**config.mk**
```make
export PLATFORM = sky130hd
export DESIGN_NAME = sirv_gnrl_rr_arb_stage_flat
export DESIGN_NICKNAME = d
export VERILOG_FILES = /design/src/rtl/sirv_gnrl_rr_arb_stage_if.sv /design/src/rtl/sirv_gnrl_rr_arb_stage.sv /design/src/flat_wrapper.sv
export SDC_FILE = /design/constraint.sdc
export NUM_CORES = 1
export LEC_CHECK = 0
export ABC_AREA = 1
export CORE_ASPECT_RATIO = 1.1
export CORE_MARGIN = 1.5
export CORE_UTILIZATION = 40
export CTS_CLUSTER_SIZE = 24
export DETAILED_ROUTE_END_ITERATION = 10
export PLACE_DENSITY = 0.82
export RECOVER_POWER = 25
export SLEW_MARGIN = 10
export SYNTH_ARGS = -nofsm -noshare
export SYNTH_HDL_FRONTEND = slang
export SYNTH_SLANG_ARGS = --single-unit
```
**constraint.sdc**
```tcl
create_clock -name clk -period 3.4 [get_ports clk]
set_input_delay 0.68 -clock clk [delete_from_list [all_inputs] [get_ports clk]]
set_output_delay 0.68 -clock clk [all_outputs]
set_load 0.02 [all_outputs]
```
**src/rtl/sirv_gnrl_rr_arb_stage_if.sv**
```systemverilog
// rtl/sirv_gnrl_rr_arb_stage_if.sv - upstream request bundle and downstream command channel of the rr arbiter stage
interface sirv_gnrl_rr_arb_stage_if #(
  parameter int N  = 4,
  parameter int DW = 32,
  parameter int IW = 2
);
  logic [N-1:0]    i_valid;
  logic [N-1:0]    i_ready;
  logic [N*DW-1:0] i_data;
  logic [N-1:0]    i_last;
  logic            o_valid;
  logic            o_ready;
  logic [DW-1:0]   o_data;
  logic            o_last;
  logic [IW-1:0]   o_id;

  modport master (
    output i_valid, i_data, i_last, o_ready,
    input  i_ready, o_valid, o_data, o_last, o_id
  );

  modport slave (
    input  i_valid, i_data, i_last, o_ready,
    output i_ready, o_valid, o_data, o_last, o_id
  );
endinterface

```
**src/rtl/sirv_gnrl_rr_arb_stage.sv**
```systemverilog
// rtl/sirv_gnrl_rr_arb_stage.sv - round-robin arbiter with burst lock and one-entry registered output
module sirv_gnrl_rr_arb_stage #(
  parameter int N  = 4,
  parameter int DW = 32,
  parameter int IW = 2
) (
  input  logic                  clk,
  input  logic                  reset,
  sirv_gnrl_rr_arb_stage_if.slave bus
);
  logic [IW-1:0] r_rr_ptr;
  logic          r_lock_vld;
  logic [IW-1:0] r_lock_id;
  logic          r_o_valid;
  logic [DW-1:0] r_o_data;
  logic          r_o_last;
  logic [IW-1:0] r_o_id;

  logic          w_stg_en;
  logic          w_acc;
  logic          w_last;
  logic [N-1:0]  w_grant;
  logic [IW-1:0] w_gid;
  logic [IW-1:0] w_nxt_ptr;
  logic [DW-1:0] w_data;

  assign w_stg_en = ~r_o_valid | bus.o_ready;

  // A locked burst owner is granted on its own valid only, so other requesters never affect i_ready.
  always_comb begin : grant_sel
    logic          found;
    logic [IW-1:0] idx;
    w_grant = '0;
    w_gid   = r_lock_id;
    found   = 1'b0;
    idx     = '0;
    if (r_lock_vld) begin
      w_grant[r_lock_id] = bus.i_valid[r_lock_id];
    end else begin
      for (int k = 0; k < N; k++) begin
        idx = IW'((int'(r_rr_ptr) + k) % N);
        if (!found && bus.i_valid[idx]) begin
          w_grant[idx] = 1'b1;
          w_gid        = idx;
          found        = 1'b1;
        end
      end
    end
  end

  always_comb begin : data_sel
    w_data = '0;
    w_last = 1'b0;
    for (int k = 0; k < N; k++) begin
      if (w_grant[k]) begin
        w_data = bus.i_data[k*DW +: DW];
        w_last = bus.i_last[k];
      end
    end
  end

  assign w_acc       = (|w_grant) & w_stg_en & reset;
  assign w_nxt_ptr   = (w_gid == IW'(N - 1)) ? '0 : w_gid + IW'(1);
  assign bus.i_ready = w_grant & {N{w_stg_en & reset}};

  always_ff @(posedge clk or negedge reset) begin
    if (!reset) begin
      r_rr_ptr   <= '0;
      r_lock_vld <= 1'b0;
      r_lock_id  <= '0;
      r_o_valid  <= 1'b0;
      r_o_data   <= '0;
      r_o_last   <= 1'b0;
      r_o_id     <= '0;
    end else begin
      if (w_acc) begin
        r_o_valid <= 1'b1;
        r_o_data  <= w_data;
        r_o_last  <= w_last;
        r_o_id    <= w_gid;
        if (w_last) begin
          r_lock_vld <= 1'b0;
          r_rr_ptr   <= w_nxt_ptr;
        end else begin
          r_lock_vld <= 1'b1;
          r_lock_id  <= w_gid;
        end
      end else if (bus.o_ready) begin
        r_o_valid <= 1'b0;
      end
    end
  end

  assign bus.o_valid = r_o_valid;
  assign bus.o_data  = r_o_data;
  assign bus.o_last  = r_o_last;
  assign bus.o_id    = r_o_id;
endmodule

```
**src/flat_wrapper.sv**
```systemverilog
// flat-port wrapper written by rule: the top's interface ports become plain ports
module sirv_gnrl_rr_arb_stage_flat 
#(
  parameter int N  = 4,
  parameter int DW = 32,
  parameter int IW = 2
)
  (clk, reset, bus_i_valid, bus_i_data, bus_i_last, bus_o_ready, bus_i_ready, bus_o_valid, bus_o_data, bus_o_last, bus_o_id);
  sirv_gnrl_rr_arb_stage_if #(.N(N), .DW(DW), .IW(IW)) bus_i ();
  input  logic clk;
  input  logic reset;
  input wire logic [$bits(bus_i.i_valid)-1:0] bus_i_valid;
  input wire logic [$bits(bus_i.i_data)-1:0] bus_i_data;
  input wire logic [$bits(bus_i.i_last)-1:0] bus_i_last;
  input wire logic [$bits(bus_i.o_ready)-1:0] bus_o_ready;
  output wire logic [$bits(bus_i.i_ready)-1:0] bus_i_ready;
  output wire logic [$bits(bus_i.o_valid)-1:0] bus_o_valid;
  output wire logic [$bits(bus_i.o_data)-1:0] bus_o_data;
  output wire logic [$bits(bus_i.o_last)-1:0] bus_o_last;
  output wire logic [$bits(bus_i.o_id)-1:0] bus_o_id;
  assign bus_i.i_valid = bus_i_valid;
  assign bus_i.i_data = bus_i_data;
  assign bus_i.i_last = bus_i_last;
  assign bus_i.o_ready = bus_o_ready;
  assign bus_i_ready = bus_i.i_ready;
  assign bus_o_valid = bus_i.o_valid;
  assign bus_o_data = bus_i.o_data;
  assign bus_o_last = bus_i.o_last;
  assign bus_o_id = bus_i.o_id;
  sirv_gnrl_rr_arb_stage #(.N(N), .DW(DW), .IW(IW)) u_core (.clk(clk), .reset(reset), .bus(bus_i));
endmodule
```
Yosys cells after proc, flatten, opt, wreduce, memory -nomap -nowiden. Cells that the tools add are included.

Output and inout port bits: 40. Memory bits (writable): 0. Flip-flop bits (word level): 41. Memories: 0. Latch bits: 0. Memory bits (read-only): 0. Input bits: 139. Word-level logic and storage cells: 99.

Equality and inequality tests: 1. Div/mod/pow operators: 0. Reductions and logical operators: 15. Add/sub/neg operators: 4. $mul: 0. Multiplexer cells: 51. Bitwise logic cells: 11. Shift-type cells: 0. $lt $le $gt $ge: 10.

Operators with widths (count): $mux W32 (4); $mux W4 (8); $mux W1 (23); $lt A2 B3 Y1 const B (5); $mux W2 (6); $or A4 B4 Y4 (3); $bmux W1 S2 (5); $demux W1 S2 (5); $ge A2 B1 Y1 const B (5); $and A4 B4 Y4 (2); $logic_and A1 B1 Y1 (8); $add A2 B1 Y2 const B (2); $add A2 B2 Y2 const B (2); $reduce_and A2 Y1 (2); $reduce_or A4 Y1 (1); $and A1 B1 Y1 (3); $logic_not A1 Y1 (3); $eq A2 B2 Y1 const B (1); $not A1 Y1 (2); $reduce_bool A2 Y1 (1); $or A1 B1 Y1 (1).

Logic depth before layout (Yosys ltp). Gate-level depths: netlist of run 1.

Word-level depth: 22. Gate-level depth with buffers: 20. Depth with buffers taken out: 18.

Least setup slack after synthesis of run 1. Ideal clock, no wire load.

Path type: register to output. From: register u_core.r_rr_ptr[0]. To: output bus_i_ready[3]. Arrival time: 2.249 ns. Cell stages (with the launch flop): 16. Setup slack: 0.471 ns. Buffers on the path: 2. Cell sequence: dfrtp_1 -> buf_4 -> inv_4 -> ha_1 -> inv_1 -> nand3_1 -> nand2_1 -> nand2_4 -> nor2_4 -> nand2_1 -> nand3b_1 -> nand2_1 -> nand2_4 -> inv_2 -> clkbuf_1 -> nor2_1.

Longest elaborated chain between the ends: 17. Elaborated cells between the ends (all ways): 55.

RTL lines: start, declared (RTL line sirv_gnrl_rr_arb_stage.sv:11) `logic [IW-1:0] r_rr_ptr;`; start signal, assigned (RTL line sirv_gnrl_rr_arb_stage.sv:83) `r_rr_ptr <= w_nxt_ptr;`; parallel branches: the longest is 14 deep, another holds $lt A2 B3 Y1; $mux W4 (*) (RTL line sirv_gnrl_rr_arb_stage.sv:42) `if (!found && bus.i_valid[idx]) begin`; $mux W4 (*) (RTL line sirv_gnrl_rr_arb_stage.sv:37) `if (r_lock_vld) begin`; $and A4 B4 Y4 (*) (RTL line sirv_gnrl_rr_arb_stage.sv:64) `assign bus.i_ready = w_grant & {N{w_stg_en & reset}};`; end, declared (RTL line flat_wrapper.sv:16) `output wire logic [$bits(bus_i.i_ready)-1:0] bus_i_ready;`.

Mark *: on every way between the ends. The select of a mux whose other input is x is not followed.

Worst setup path after layout of run 1.
From: input bus_i_valid[3]. To: output bus_i_ready[3].

Longest elaborated chain between the ends: 17. Elaborated cells between the ends (all ways): 35.

RTL lines: start, declared (RTL line flat_wrapper.sv:12) `input wire logic [$bits(bus_i.i_valid)-1:0] bus_i_valid;`; $bmux W1 S2 (RTL line sirv_gnrl_rr_arb_stage.sv:42); $mux W1 (not written as such) (RTL line sirv_gnrl_rr_arb_stage.sv:42); $mux W1 (RTL line sirv_gnrl_rr_arb_stage.sv:42); $mux W1 (RTL line sirv_gnrl_rr_arb_stage.sv:37); $logic_not A1 Y1 (RTL line sirv_gnrl_rr_arb_stage.sv:42); $logic_and A1 B1 Y1 (RTL line sirv_gnrl_rr_arb_stage.sv:42); $mux W1 (RTL line sirv_gnrl_rr_arb_stage.sv:42); $mux W1 (RTL line sirv_gnrl_rr_arb_stage.sv:37); $logic_not A1 Y1 (RTL line sirv_gnrl_rr_arb_stage.sv:42); $logic_and A1 B1 Y1 (RTL line sirv_gnrl_rr_arb_stage.sv:42); $mux W1 (RTL line sirv_gnrl_rr_arb_stage.sv:42); $mux W1 (RTL line sirv_gnrl_rr_arb_stage.sv:37); $logic_not A1 Y1 (RTL line sirv_gnrl_rr_arb_stage.sv:42); $logic_and A1 B1 Y1 (RTL line sirv_gnrl_rr_arb_stage.sv:42); $mux W4 (RTL line sirv_gnrl_rr_arb_stage.sv:42); $mux W4 (*) (RTL line sirv_gnrl_rr_arb_stage.sv:37); $and A4 B4 Y4 (*) (RTL line sirv_gnrl_rr_arb_stage.sv:64).

Mark *: on every way between the ends. The rest lies on a longest branch, timed or not. The select of a mux whose other input is x is not followed.

==> metrics.txt, run 1 <==
Clk pin slew, worst setup/hold paths=0.07 ns; Post-synth EDFFs=0; antenna cells=0; dpl ws=-0.1028 ns; Max-Slew Margin vs Limit=-0.4301; largest net degree at the start of global routing=63; synth top area cells=dfrtp_1 31%, nand2_1 26%, nor2_1 8.5%; final hold violation count=0; share of cells above drive strength 1=0.06336; Inserted Clock Buffers=5; clock network power share=0.075; clk_skew=0.005317 ns; Crit Path Class=in -> out; Cell Area, Synth=0.003309 mm²; violated checks=capacitance limit, slew limit; Seq/Total Area, Yosys=0.3100; Ports=approximately 180; Avg Cell Area, Syn=6.006 µm²; Mapped Nets=between 600 and 700; initial core utilization=0.4160; CTS Buffer Depth=2; worst-margin pin slew=~2.1 ns; Final Net Count=870; row cnt=34; largest area contributor in the netlist=dfrtp_1; Comb pwr share=0.757; hold slack final=0.4792 ns; Final min period=between 3 and 4 ns; drt total wl=11.28 mm; Power Dens Cells=969.9 mW/mm²; Die Span Y=98.40 µm; number of distinct library cells after synthesis=29; outcome=complete, but fails checks; CP required=2.72 ns; CP Data Arrival Time=2.58 ns; Placement Cell Area=roughly 0.0052 mm²; Leak Pwr=around 0.0026 µW; CP endpoint kind=primary output; full die area=between 0.008 and 0.009 mm²; async set or reset register ratio after synthesis=1.000; routed length per instance=13.52 µm; fraction of power consumed by sequential logic=0.167; Setup WS post-layout=around 0.14 ns; slowest stage delay, CP=0.55 ns; count leader, synth=nand2_1; Hold Path Class=reg -> reg; VDD IR max=477.1 µV; setup violators final=0; Worst path most repeated cell=nand2_1; Post-CTS Repair Setup Buffers=0; Slowest-stage cell, CP=clkdlybuf4s50_1; htree depth=2; Sw Pwr=2707 µW; Hold Buf Count CTS=0; HPWL Detailed=between 8 and 9 mm; first-pass GRT wire length=18.39 mm; DR vias/cell=4.960; # DRC=0; core box area=slightly below 0.008 mm²; Fill cells=742; Clock Sinks=41; RePlAce Congestion=roughly 0.93; antenna violations before repair=0; Clock Latency Late Sink=0.30 ns; die span in x=89.73 µm; Fmax achieved=306.8 MHz; Layout area overhead=61.17%; share of the synthesized area in the top cell type=0.3100; unrepaired setup endpoints after global routing=no; Int Pwr=2466 µW; First-pass DRT Iterations=4; Sw Ratio=0.5233; total number of vias=4,137; Synth top cells by count=227 x nand2_1, 75 x nor2_1, 41 x dfrtp_1; crit path max fanout=5; ys flop type=dfrtp_1; Final ANT Viol Nets=0; vias in the first global route=just over 4,000; synth warn=0; DRT iter0 DRCs=159; crit share post-route=0.9585; Buffers on Ports=178; cell breakdown of the critical path=clkdlybuf4s50_1 > nand2_1 > nand3_2 > nand2_4 > buf_4 > nand3_1 > nand2_1 > nand3b_1 > nand2_1 > nand2_4 > inv_2 > nor2_1 > dlygate4sd2_1; post-synthesis register bit count=41; post-route cell area=0.005334 mm²; CP startpoint kind=input port; Syn Inst Count=551; Root Buffer=clkbuf_8; GRT Total Usage=0.2562; Slew Viols, Final=42; Remaining Overflow, GRT=0; TritonCTS clock tree=done; fin util=0.6705; max capacitance violation total=1; CTS resizes=4
layout make-up:
class	instances	area (µm²)	share of cell area
timing repair buffer	198	1946	0.3648
inverter	22	85.08	0.01595
clock inverter	2	38.79	0.007272
sequential	41	1026	0.1924
multi-input combinational	457	2031	0.3807
tap	108	135.1	0.02533
clock buffer	6	72.57	0.01361
cell usage in the layout, fill, tap and decap left out, drive strengths merged:
cell type / instances
inv: 21
ha: 6
nor2: 78
buf: 19
nand2: 234
o21bai: 1
nand3: 28
clkbuf: 8
o31ai: 1
o21ai: 66
clkdlybuf4s50: 173
clkinv: 2
or2: 1
nand4: 5
a21oi: 34
bufinv: 1
dlygate4sd2: 4
nand3b: 3
dfrtp: 41
state kept, by name, summed over array words and instances (netlist names):
signal,flops
u_core.bus.o_data,32
u_core.bus.o_id,2
u_core.bus.o_last,1
u_core.bus.o_valid,1
u_core.r_lock_id,2
u_core.r_lock_vld,1
u_core.r_rr_ptr,2
worst max-delay path, delay by kind of cell:
family	cells	cell delay (ns)
and+or+nand+nor	9	0.83
buffers and inverters	4	1.09
metrics by stage:
step | std cells | setup TNS (ns) | total power (µW)
after floorplan | 551 | 0 | 3535
after global placement | 826 | -0.1961 | 4720
after detailed placement | 826 | -0.4256 | 4817
after CTS | 834 | 0 | 5206
after global routing | 834 | 0 | 5731
final | 834 | 0 | 5173
worst paths after layout:
path                                                        start                           endpoint  slack (ns)  cells past startpoint
min in group asynchronous                                   reset   u_core.bus.o_data[2]$_DFFE_PN0P_        1.18                      2
max in group asynchronous                                   reset  u_core.bus.o_data[17]$_DFFE_PN0P_        0.99                      2
worst min-delay path            u_core.bus.o_data[17]$_DFFE_PN0P_  u_core.bus.o_data[17]$_DFFE_PN0P_        0.48                      2
worst max register to register     u_core.r_rr_ptr[0]$_DFFE_PN0P_     u_core.r_rr_ptr[1]$_DFFE_PN0P_        0.42                     18
worst max-delay path                               bus_i_valid[3]                     bus_i_ready[3]        0.14                     13
worst min register to register  u_core.bus.o_data[17]$_DFFE_PN0P_  u_core.bus.o_data[17]$_DFFE_PN0P_        0.48                      2
metal layers:
layer,vias to the layer above,share of wire,global-route usage
met5,-,0,0
met4,0,0.032,0.1050
met3,27,0.056,0.05374
met2,140,0.51,0.4792
met1,1862,0.40,0.2806
li1,2108,-,-
power groups by stage:
stage	clock network, µW	registers [µW]	logic (µW)
3_3_place_gp	0	860	3860
5_1_grt	414	891	4430
2_1_floorplan	0	1070	2460
4_1_cts	396	865	3940
3_5_place_dp	0	869	3950
6_report	390	865	3920
logic make-up after synthesis:
| group | count (synthesis) | synth area share |
|---|---|---|
| AND/OR/NAND/NOR | 349 | 0.4340 |
| AO/OA/AOI/OAI | 102 | 0.1569 |
| buffers and inverters | 53 | 0.07637 |
| flip-flops | 41 | 0.3100 |
| adder cells (fa/ha/maj) | 6 | 0.02268 |
Power figures use the tool's default switching activity.
==> inputs of run 2 (changes only) <==
==> constraint.sdc (replaced) <==
create_clock -name clk -period 3.4 [get_ports clk]
set_input_delay 0.85 -clock clk [delete_from_list [all_inputs] [get_ports clk]]
set_output_delay 0.85 -clock clk [all_outputs]
set_load 0.02 [all_outputs]
==> run 2 against run 1 <==
Compared with the run above: the run still ends with capacitance limit, slew limit left; clock power rose by 4%; final cell count is 0.60% higher; power increased by 2.6%; largest cell class unchanged.
==> metrics.txt, run 2 (synthesized netlist as in run 1, its figures left out) <==
# DRC=0; vias in the first global route=4,243; core box area=0.007955 mm²; setup violators final=0; drt total wl=about 12 mm; die span in x=89.73 µm; Final ANT Viol Nets=0; cell breakdown of the critical path=inv_1 > ha_1 > inv_1 > nand3_1 > nand2_1 > nand2_4 > nor2_4 > nand2_1 > nand3_1 > nand2_1 > nand2_2 > inv_2 > nor2_1 > buf_4; CP startpoint kind=flop; htree depth=2; CP required=2.55 ns; max FFs per register=32; Ports=approximately 180; Slew Viols, Final=42; fin cells=between 800 and 900; antenna cells=0; max capacitance violation total=1; Fmax achieved=about 320 MHz; Root Buffer=clkbuf_8; GRT Total Usage=0.2675; Max-Slew Margin vs Limit=-0.4575; total power=roughly 5300 µW; First-pass DRT Iterations=4; commonest non-fill, non-tap cell in the layout=nand2_1; Clock Sinks=41; Final min period=roughly 3.2 ns; Hold Path Class=reg -> reg; Power Dens Cells=985.4 mW/mm²; Crit Path Class=reg -> out; row cnt=34; outcome=complete, but fails checks; RePlAce Congestion=between 0.8 and 0.9; slowest stage delay, CP=0.38 ns; clk_skew=roughly 0.012 ns; DR vias/cell=between 4 and 5; share of cells above drive strength 1=0.08071; commonest non-fill, non-tap cells in the layout=224 x nand2_1, 169 x clkdlybuf4s50_1, 75 x nor2_1; antenna violations before repair=0; Hold Buf Count CTS=0; Reg area=0.001026 mm²; hold slack final=0.4850 ns; CP Data Arrival Time=roughly 2.3 ns; Worst path most repeated cell=nand2_1; Comb pwr share=0.761; crit path max fanout=6; VDD IR max=473.2 µV; Clock Latency Late Sink=0.29 ns; worst-margin pin slew=approximately 2.2 ns; fraction of power consumed by sequential logic=0.163; Sw Pwr=2759 µW; Remaining Overflow, GRT=0; r2r startpoint=u_core.r_rr_ptr[1]$_DFFE_PN0P_; HPWL Detailed=9.042 mm; Final Net Count=875; Layout area overhead=62.80%; WP buf/inv=4; routed length per instance=13.93 µm; full die area=just under 0.009 mm²; hold_sp=u_core.bus.o_data[7]$_DFFE_PN0P_; first-pass GRT wire length=about 19 mm; multi-input logic area=0.002043 mm²; TritonCTS clock tree=done; Int Pwr=2550 µW; Fill cells=744; Slowest-stage cell, CP=dfrtp_1; Inst Count DP=831; largest net degree at the start of global routing=63; Leak Pwr=between 0.002 and 0.003 µW; clock network power share=0.076; crit path launch=u_core.r_rr_ptr[1]$_DFFE_PN0P_; CP endpoint kind=primary output; total number of vias=4,169; Top Family by Delay on Critical Path=simple AND/OR/NAND/NOR gates; final hold violation count=0; Inserted Clock Buffers=5; violated checks=capacitance limit, slew limit; Sw Ratio=0.5197; Die Span Y=98.40 µm; Post-CTS Repair Setup Buffers=0; fin util=0.6773; Buffers on Ports=~180; DRT iter0 DRCs=149; CTS Buffer Depth=2; unrepaired setup endpoints after global routing=no; initial core utilization=0.4160; crit share post-route=0.9301; Clk pin slew, worst setup/hold paths=~0.08 ns
run 2: repair_timing:
action | 4_1_cts | 5_1_grt
setup endpoints to repair | 4 | 42
pin swaps | 0 | 1
hold endpoints to repair | 0 | 0
resized for setup | 21 | 4
run 2: power by group through the flow:
stage                     combinational [µW]  clock (µW)  sequential [µW]
after floorplan                         2460           0             1070
after global placement                  3940           0              862
after detailed placement                4050           0              866
after CTS                               4050         412              861
after global routing                    4530         428              889
final                                   4040         405              863
run 2: metrics by stage:
stage                     setup TNS (ns)  worst slack [ns]  cell area (µm²)
after global placement            -5.481           -0.4308             5279
after global routing                   0           0.04824             5388
final                                  0            0.2376             5388
after detailed placement          -8.617           -0.4606             5279
after floorplan                        0            0.3010             3309
after CTS                              0          0.005510             5380
run 2: worst register-to-register path, cell delays in order, from the launching register on:
cell,delay (ns)
dfrtp_1,0.38
inv_1,0.14
ha_1,0.31
inv_1,0.14
nand3_1,0.11
nand2_1,0.12
nand2_4,0.08
nor2_4,0.14
nand2_1,0.06
nand3_1,0.08
nand2_1,0.07
nand2_2,0.07
buf_4,0.47
nor2_2,0.11
a21oi_2,0.21
inv_2,0.10
buf_12,0.18
nor2_1,0.13
nand2_1,0.06
nand2_1,0.06
run 2: final cells by class:
type,count,share of cell area
Clock inverter,1,0.005574
Inverter,22,0.01579
Tap cell,108,0.02508
Sequential cell,41,0.1904
Multi-Input combinational cell,457,0.3792
Clock buffer,7,0.01602
Timing Repair Buffer,203,0.3679
run 2: path summary, 6_finish.rpt:
kind / to / cells after the start / slack, ns
max in group asynchronous: u_core.r_rr_ptr[1]$_DFFE_PN0P_ / 2 / 0.76
min reg2reg: u_core.bus.o_data[7]$_DFFE_PN0P_ / 2 / 0.48
max: bus_i_ready[1] / 14 / 0.24
min: u_core.bus.o_data[7]$_DFFE_PN0P_ / 2 / 0.48
max reg2reg: u_core.bus.o_data[21]$_DFFE_PN0P_ / 19 / 0.34
min in group asynchronous: u_core.bus.o_data[5]$_DFFE_PN0P_ / 2 / 1.38
run 2: per-layer routing:
layer,wire length (µm),track usage,vias to the layer above
met5,0,0,-
met4,291,0.08303,0
met3,688,0.06075,22
met2,6075,0.5009,141
met1,4636,0.3002,1890
li1,-,-,2116
